### src/rtl/alu_pkg.sv
// Shared definitions for the sequential ARM-style ALU: opcodes, flag indices,
// control FSM states and opcode classification helpers.
package alu_pkg;

  localparam logic [3:0] OP_AND = 4'h0;
  localparam logic [3:0] OP_EOR = 4'h1;
  localparam logic [3:0] OP_SUB = 4'h2;
  localparam logic [3:0] OP_RSB = 4'h3;
  localparam logic [3:0] OP_ADD = 4'h4;
  localparam logic [3:0] OP_ADC = 4'h5;
  localparam logic [3:0] OP_SBC = 4'h6;
  localparam logic [3:0] OP_RSC = 4'h7;
  localparam logic [3:0] OP_TST = 4'h8;
  localparam logic [3:0] OP_TEQ = 4'h9;
  localparam logic [3:0] OP_CMP = 4'hA;
  localparam logic [3:0] OP_CMN = 4'hB;
  localparam logic [3:0] OP_ORR = 4'hC;
  localparam logic [3:0] OP_MOV = 4'hD;
  localparam logic [3:0] OP_BIC = 4'hE;
  localparam logic [3:0] OP_MVN = 4'hF;

  localparam int FLG_N = 3;
  localparam int FLG_Z = 2;
  localparam int FLG_C = 1;
  localparam int FLG_V = 0;

  typedef enum logic {
    IDLE = 1'b0,
    MUL  = 1'b1
  } state_t;

  // TST/TEQ/CMP/CMN: always update flags, never write a result
  function automatic logic is_compare(input logic [3:0] op);
    return op[3:2] == 2'b10;
  endfunction

  // AND EOR TST TEQ ORR MOV BIC MVN take C from the shifter and keep V
  function automatic logic is_logic(input logic [3:0] op);
    return (op[3:1] == 3'b000) || (op[3:1] == 3'b100) || (op[3:2] == 2'b11);
  endfunction

endpackage

### src/rtl/alu_mul_iter.sv
// Iterative shift-add multiplier: one multiplier bit per cycle, WIDTH cycles,
// accumulator preloaded with the MLA addend.
module alu_mul_iter #(
  parameter int WIDTH = 32,
  parameter int CNT_W = $clog2(WIDTH + 1)
) (
  input  logic             clk,
  input  logic             rst_n,
  input  logic             start,
  input  logic             run,
  input  logic [WIDTH-1:0] acc_init,
  input  logic [WIDTH-1:0] mcand_in,
  input  logic [WIDTH-1:0] mplier_in,
  output logic             done,
  output logic [WIDTH-1:0] result
);

  logic [WIDTH-1:0] acc_q, acc_d;
  logic [WIDTH-1:0] mcand_q, mcand_d;
  logic [WIDTH-1:0] mplier_q, mplier_d;
  logic [CNT_W-1:0] cnt_q, cnt_d;
  logic [WIDTH-1:0] acc_sum;

  assign acc_sum = acc_q + (mplier_q[0] ? mcand_q : '0);
  // The completing edge is the one that takes cnt to WIDTH, so the final
  // partial-product step is forwarded straight to the result port.
  assign done    = run && (cnt_q == CNT_W'(WIDTH - 1));
  assign result  = acc_sum;

  always_comb begin
    acc_d    = acc_q;
    mcand_d  = mcand_q;
    mplier_d = mplier_q;
    cnt_d    = cnt_q;
    if (start) begin
      acc_d    = acc_init;
      mcand_d  = mcand_in;
      mplier_d = mplier_in;
      cnt_d    = '0;
    end else if (run) begin
      acc_d    = acc_sum;
      mcand_d  = mcand_q << 1;
      mplier_d = mplier_q >> 1;
      cnt_d    = cnt_q + CNT_W'(1);
    end
  end

  always_ff @(posedge clk or negedge rst_n) begin
    if (!rst_n) begin
      acc_q    <= '0;
      mcand_q  <= '0;
      mplier_q <= '0;
      cnt_q    <= '0;
    end else begin
      acc_q    <= acc_d;
      mcand_q  <= mcand_d;
      mplier_q <= mplier_d;
      cnt_q    <= cnt_d;
    end
  end

endmodule

### src/rtl/alu_seq.sv
// Registered data-processing ALU with NZCV flag register, valid/ready
// handshakes and an optional iterative MUL/MLA unit.
module alu_seq
  import alu_pkg::*;
#(
  parameter int WIDTH  = 32,
  parameter int MUL_EN = 1,
  parameter int CNT_W  = $clog2(WIDTH + 1)
) (
  input  logic             clk,
  input  logic             rst_n,
  input  logic             in_valid,
  output logic             in_ready,
  input  logic [3:0]       alu_op,
  input  logic             op_mul,
  input  logic             mul_acc,
  input  logic             set_flags,
  input  logic [WIDTH-1:0] src_a,
  input  logic [WIDTH-1:0] src_b,
  input  logic [WIDTH-1:0] src_c,
  input  logic             sh_c,
  input  logic             flags_ld,
  input  logic [3:0]       flags_d,
  output logic             out_valid,
  input  logic             out_ready,
  output logic [WIDTH-1:0] alu_out,
  output logic             res_we,
  output logic [3:0]       nzcv,
  output logic             busy
);

  state_t           state_q, state_d;
  logic             out_valid_q, out_valid_d;
  logic [WIDTH-1:0] alu_out_q, alu_out_d;
  logic             res_we_q, res_we_d;
  logic [3:0]       nzcv_q, nzcv_d;
  logic             mul_s_q, mul_s_d;

  logic             accept, mul_go, alu_go, mul_run, mul_done;
  logic [WIDTH-1:0] mul_init, mul_res;

  assign in_ready = (state_q == IDLE) && (!out_valid_q || out_ready);
  assign accept   = in_valid && in_ready;
  assign mul_go   = accept && op_mul && (MUL_EN != 0);
  assign alu_go   = accept && !mul_go;
  assign mul_run  = (state_q == MUL);
  assign mul_init = mul_acc ? src_c : '0;

  generate
    if (MUL_EN != 0) begin : g_mul
      alu_mul_iter #(.WIDTH(WIDTH), .CNT_W(CNT_W)) u_mul (
        .clk       (clk),
        .rst_n     (rst_n),
        .start     (mul_go),
        .run       (mul_run),
        .acc_init  (mul_init),
        .mcand_in  (src_a),
        .mplier_in (src_b),
        .done      (mul_done),
        .result    (mul_res)
      );
    end else begin : g_no_mul
      assign mul_done = 1'b0;
      assign mul_res  = '0;
    end
  endgenerate

  // Single shared adder: every arithmetic op reduces to x + y + cin, which
  // keeps C (bit WIDTH) and V consistent across add and subtract forms.
  logic [WIDTH-1:0] add_x, add_y, logic_res, alu_res;
  logic             add_cin;
  logic [WIDTH:0]   sum;
  logic             f_n, f_z, f_c, f_v;

  always_comb begin
    add_x     = src_a;
    add_y     = src_b;
    add_cin   = 1'b0;
    logic_res = '0;
    case (alu_op)
      OP_AND, OP_TST: logic_res = src_a & src_b;
      OP_EOR, OP_TEQ: logic_res = src_a ^ src_b;
      OP_ORR:         logic_res = src_a | src_b;
      OP_MOV:         logic_res = src_b;
      OP_BIC:         logic_res = src_a & ~src_b;
      OP_MVN:         logic_res = ~src_b;
      OP_SUB, OP_CMP: begin add_y = ~src_b; add_cin = 1'b1; end
      OP_RSB:         begin add_x = src_b; add_y = ~src_a; add_cin = 1'b1; end
      OP_ADC:         add_cin = nzcv_q[FLG_C];
      OP_SBC:         begin add_y = ~src_b; add_cin = nzcv_q[FLG_C]; end
      OP_RSC:         begin add_x = src_b; add_y = ~src_a; add_cin = nzcv_q[FLG_C]; end
      default:        ;
    endcase
  end

  assign sum     = {1'b0, add_x} + {1'b0, add_y} + (WIDTH + 1)'(add_cin);
  assign alu_res = is_logic(alu_op) ? logic_res : sum[WIDTH-1:0];
  assign f_n     = alu_res[WIDTH-1];
  assign f_z     = (alu_res == '0);
  assign f_c     = is_logic(alu_op) ? sh_c : sum[WIDTH];
  assign f_v     = (add_x[WIDTH-1] == add_y[WIDTH-1]) && (sum[WIDTH-1] != add_x[WIDTH-1]);

  always_comb begin
    state_d     = state_q;
    out_valid_d = out_valid_q;
    alu_out_d   = alu_out_q;
    res_we_d    = res_we_q;
    nzcv_d      = nzcv_q;
    mul_s_d     = mul_s_q;

    if (out_valid_q && out_ready) begin
      out_valid_d = 1'b0;
      alu_out_d   = '0;
      res_we_d    = 1'b0;
    end

    case (state_q)
      IDLE: begin
        if (mul_go) begin
          state_d = MUL;
          mul_s_d = set_flags;
        end else if (alu_go) begin
          out_valid_d = 1'b1;
          alu_out_d   = alu_res;
          res_we_d    = !is_compare(alu_op);
          if (set_flags || is_compare(alu_op)) begin
            nzcv_d[FLG_N] = f_n;
            nzcv_d[FLG_Z] = f_z;
            nzcv_d[FLG_C] = f_c;
            if (!is_logic(alu_op)) nzcv_d[FLG_V] = f_v;
          end
        end
      end
      MUL: begin
        if (mul_done) begin
          state_d     = IDLE;
          out_valid_d = 1'b1;
          alu_out_d   = mul_res;
          res_we_d    = 1'b1;
          if (mul_s_q) begin
            nzcv_d[FLG_N] = mul_res[WIDTH-1];
            nzcv_d[FLG_Z] = (mul_res == '0);
          end
        end
      end
      default: state_d = IDLE;
    endcase

    // A direct MSR-style load overrides any op-driven update on the same edge
    if (flags_ld) nzcv_d = flags_d;
  end

  always_ff @(posedge clk or negedge rst_n) begin
    if (!rst_n) begin
      state_q     <= IDLE;
      out_valid_q <= 1'b0;
      alu_out_q   <= '0;
      res_we_q    <= 1'b0;
      nzcv_q      <= 4'b0000;
      mul_s_q     <= 1'b0;
    end else begin
      state_q     <= state_d;
      out_valid_q <= out_valid_d;
      alu_out_q   <= alu_out_d;
      res_we_q    <= res_we_d;
      nzcv_q      <= nzcv_d;
      mul_s_q     <= mul_s_d;
    end
  end

  assign out_valid = out_valid_q;
  assign alu_out   = alu_out_q;
  assign res_we    = res_we_q;
  assign nzcv      = nzcv_q;
  assign busy      = (state_q == MUL);

endmodule

### config.mk
export PLATFORM = sky130hd
export DESIGN_NAME = alu_seq
export DESIGN_NICKNAME = d
export VERILOG_FILES = /design/src/rtl/alu_pkg.sv /design/src/rtl/alu_mul_iter.sv /design/src/rtl/alu_seq.sv
export SDC_FILE = /design/constraint.sdc
export NUM_CORES = 1
export LEC_CHECK = 0
export BUFFER_PORTS_ARGS = -buffer_cell sky130_fd_sc_hd__buf_2
export CORE_MARGIN = 2
export CORE_UTILIZATION = 61
export CTS_CLUSTER_SIZE = 24
export DETAILED_ROUTE_END_ITERATION = 7
export PLACE_DENSITY_LB_ADDON = 0.15
export SYNTH_ARGS = -nofsm -noshare
export SYNTH_HDL_FRONTEND = slang
export SYNTH_SLANG_ARGS = --single-unit
### constraint.sdc
create_clock -name clk -period 4.98 [get_ports clk]
set_input_delay 0.747 -clock clk [delete_from_list [all_inputs] [get_ports clk]]
set_output_delay 0.747 -clock clk [all_outputs]
set_load 0.01 [all_outputs]
==> results.md <==
- Wire length of the first global-routing pass: 72910 µm
- Critical path endpoint category: flop
- Detailed Routing Iterations Pass 1: 6
- Switch share: 46.40%
- DR iter-0 viols: 1611
- ANT nets after route: 0
- Logic pwr share: 55.6%
- WL final: 47350 µm
- Post-Synthesis Cell Area: 0.01322 mm²
- Reg power frac: 26.8%
- Synth warn: 0
- Die width: 151.2 µm
- Max-slew headroom: 39.22%
- Post-synthesis cell type count: 84
- CP Launch Type: input pin
- Placer Congestion: 1.054
- Root Buffer: clkbuf_16
- Area contributors post-synth: dfrtp_1, nand2_1, ha_1
- CTS tree: done
- Boundary pin count: 153
- Pre-CTS WS: 0.02218 ns
- Port Buffers: 152
- Inserted Diodes: 0
- EDFF count, synth: 0
- Synth Register Bits: 142
- Initial Utilization: 62.49%
- WL/cell: 21.51 µm
- Setup tns final: 0 ns
- Peak supply drop: 0.0002618 V
- Asr flop ratio synth: 100.0%
- Count leader, synth: nand2_1
- Die Area: 0.02287 mm²
- Largest net degree at the start of global routing: 66
- Skew-Pair Late Insertion Delay: 0.44 ns
- Area leader, netlist: dfrtp_1
- Clk pwr share: 17.6%
- Rows: 53
- Slew Limit Fails: 0
- Total GRT Usage: 41.21%
- CTS max path bufs: 2
- Clock Pin Slew Worst Setup and Hold Paths: 0.07 ns
- Post-synthesis sequential area ratio: 26.88%
- CTS resizes: 0
- Worst EP required: 5.35 ns
- Number of max-cap violations: 0
- Syn avg cell area: 7.473 µm²
- H-tree depth: 4
- Setup CP Type: in2reg
- Switch Pwr: 0.003479 W
- Num CTS Buffers: 17
- Period utilization: 93.29%
- Fmax achieved: 0.2152 GHz
- Share of the synthesized area in the top cell type: 26.88%
- Via density: 6.627
- Run status: finished clean
- Initial antenna violation count: 0
- Die Y-Extent: 151.2 µm
- Final Hold Fails: 0
- WP data arrival: 5.02 ns
- DRC Markers: 0
- RSZ-0062 raised after global routing: false
- Final Net Count: 2124
- Synth cell count leaders: nand2_1, o21ai_0, dfrtp_1
- Synth Instances: 1769
- Leakage: 7.265 nW
- P per Cell Area: 494.0 mW/mm²
- Congestion Overflow GR: 0
- Clock sinks: 142
- Synthesized net count: 1980
- Final Setup Violations: 0
- Dpl cells: 2169
- Vias in the first global route: 13530
- Worst-path fanout max: 14
- Slew at the pin closest to its max-slew limit: 0.9095 ns
- Layout cell share with drive strength beyond 1: 16.04%
- Vias post-DR: 14590
- Synth-to-Final Area Change: 14.82%
- Hpwl dp: 35230 µm
- Internal power: 0.004019 W
- Postcts setup bufs: 0
- Core area: 0.02115 mm²
- Class of the worst hold path: in2async
- Min Tclk post-route: 4.646 ns
- Top_reg_cell synth: dfrtp_1
- Fin worst setup slack: 0.3342 ns
- Final cell count without fillers: 2201
- Cts hold-fix bufs: 0
- Worst Skew: 0.01100 ns
-- area by class of cell --
type	instances	area, µm²
multi-input combinational	1416	8870
tap	275	344.1
clock buffer	18	429.2
inverter	88	330.3
fill	1794	5974
clock inverter	14	148.9
sequential	142	3557
timing repair buffer	248	1500
-- cell families after synthesis --
family	share of synthesized area (%)
XOR/XNOR	4.571
multiplexers	1.098
buffers and inverters	6.322
AND/OR/NAND/NOR	21.87
adder cells (fa/ha/maj)	9.445
AO/OA/AOI/OAI	29.81
flip-flops	26.88
-- power groups by stage --
stage          logic, W  clock network (W)  registers [W]
6_report        0.00417            0.00132        0.00201
3_3_place_gp    0.00395                  0        0.00199
5_1_grt         0.00454            0.00136        0.00206
4_1_cts         0.00407            0.00132        0.00200
2_1_floorplan   0.00278                  0        0.00197
3_5_place_dp    0.00405                  0        0.00202
-- path summary, 6_finish.rpt --
path	from	endpoint	slack [ns]	depth (start not counted)
setup / recovery	alu_op[0]	nzcv[2]	0.33	21
max in group asynchronous	rst_n	g_mul.u_mul.mplier_q[18]	3.73	2
hold reg to reg	g_mul.u_mul.mplier_q[25]	g_mul.u_mul.mplier_q[25]	0.48	2
hold / removal	rst_n	g_mul.u_mul.cnt_q[1]	0.22	1
setup reg to reg	g_mul.u_mul.mcand_q[0]	nzcv[2]	0.53	14
min in group clk	g_mul.u_mul.mplier_q[25]	g_mul.u_mul.mplier_q[25]	0.48	2
-- routing by layer --
metal  up-vias  global-route usage, %  routed length [µm]
li1       6713                      -                   -
met1      6850                  55.95               19100
met2       872                  66.04               21150
met3       150                  6.928                5177
met4         0                  15.28                1911
met5         -                      0                   0
-- critical path, cell delays in order --
cell      delay [ns]
buf_2           0.11
inv_1           0.12
and3_4          0.23
a21o_1          0.14
buf_4           0.27
nand2_1         0.08
o21ai_0         0.06
o21ai_0         0.11
ha_1            0.36
a21o_1          0.22
a221oi_2        0.35
buf_4           0.17
o31a_1          0.15
a21boi_1        0.08
o31ai_2         0.30
xnor2_1         0.14
a221oi_1        0.36
nand4b_1        0.18
or4_1           0.58
o21ai_1         0.16
a41o_1          0.10
-- through the flow --
stage	util (%)	hold WS (ns)	power, W	area [µm²]
finish	71.76	0.2206	0.007498	15180
global route	71.76	0.2564	0.007958	15180
CTS	71.76	0.2417	0.007394	15180
detailed placement	69.02	0.4637	0.006061	14600
global placement	69.02	0.4586	0.005941	14600
floorplan	-	0.4463	0.004745	13260
-- cells in the final DEF, fill, tap and decap left out, drive strengths merged, types with 26 or more instances in the layout --
cell type,synthesis,final
nand2,328,328
buf,32,248
o21ai,196,196
dfrtp,142,142
nor2,110,110
a21oi,95,95
ha,95,95
inv,87,95
a22oi,78,78
nand3,43,43
xnor2,39,39
and2,37,37
a221oi,37,37
xor2,30,30
a21o,26,26
-- flip-flops by register name (all words and copies together), names as in the netlist --
signal,count
nzcv,4
res_we,1
g_mul.u_mul.cnt_q,6
out_valid,1
busy,1
g_mul.u_mul.acc_q,32
g_mul.u_mul.mcand_q,32
mul_s_q,1
g_mul.u_mul.mplier_q,32
alu_out,32
Power figures use the tool's default switching activity.
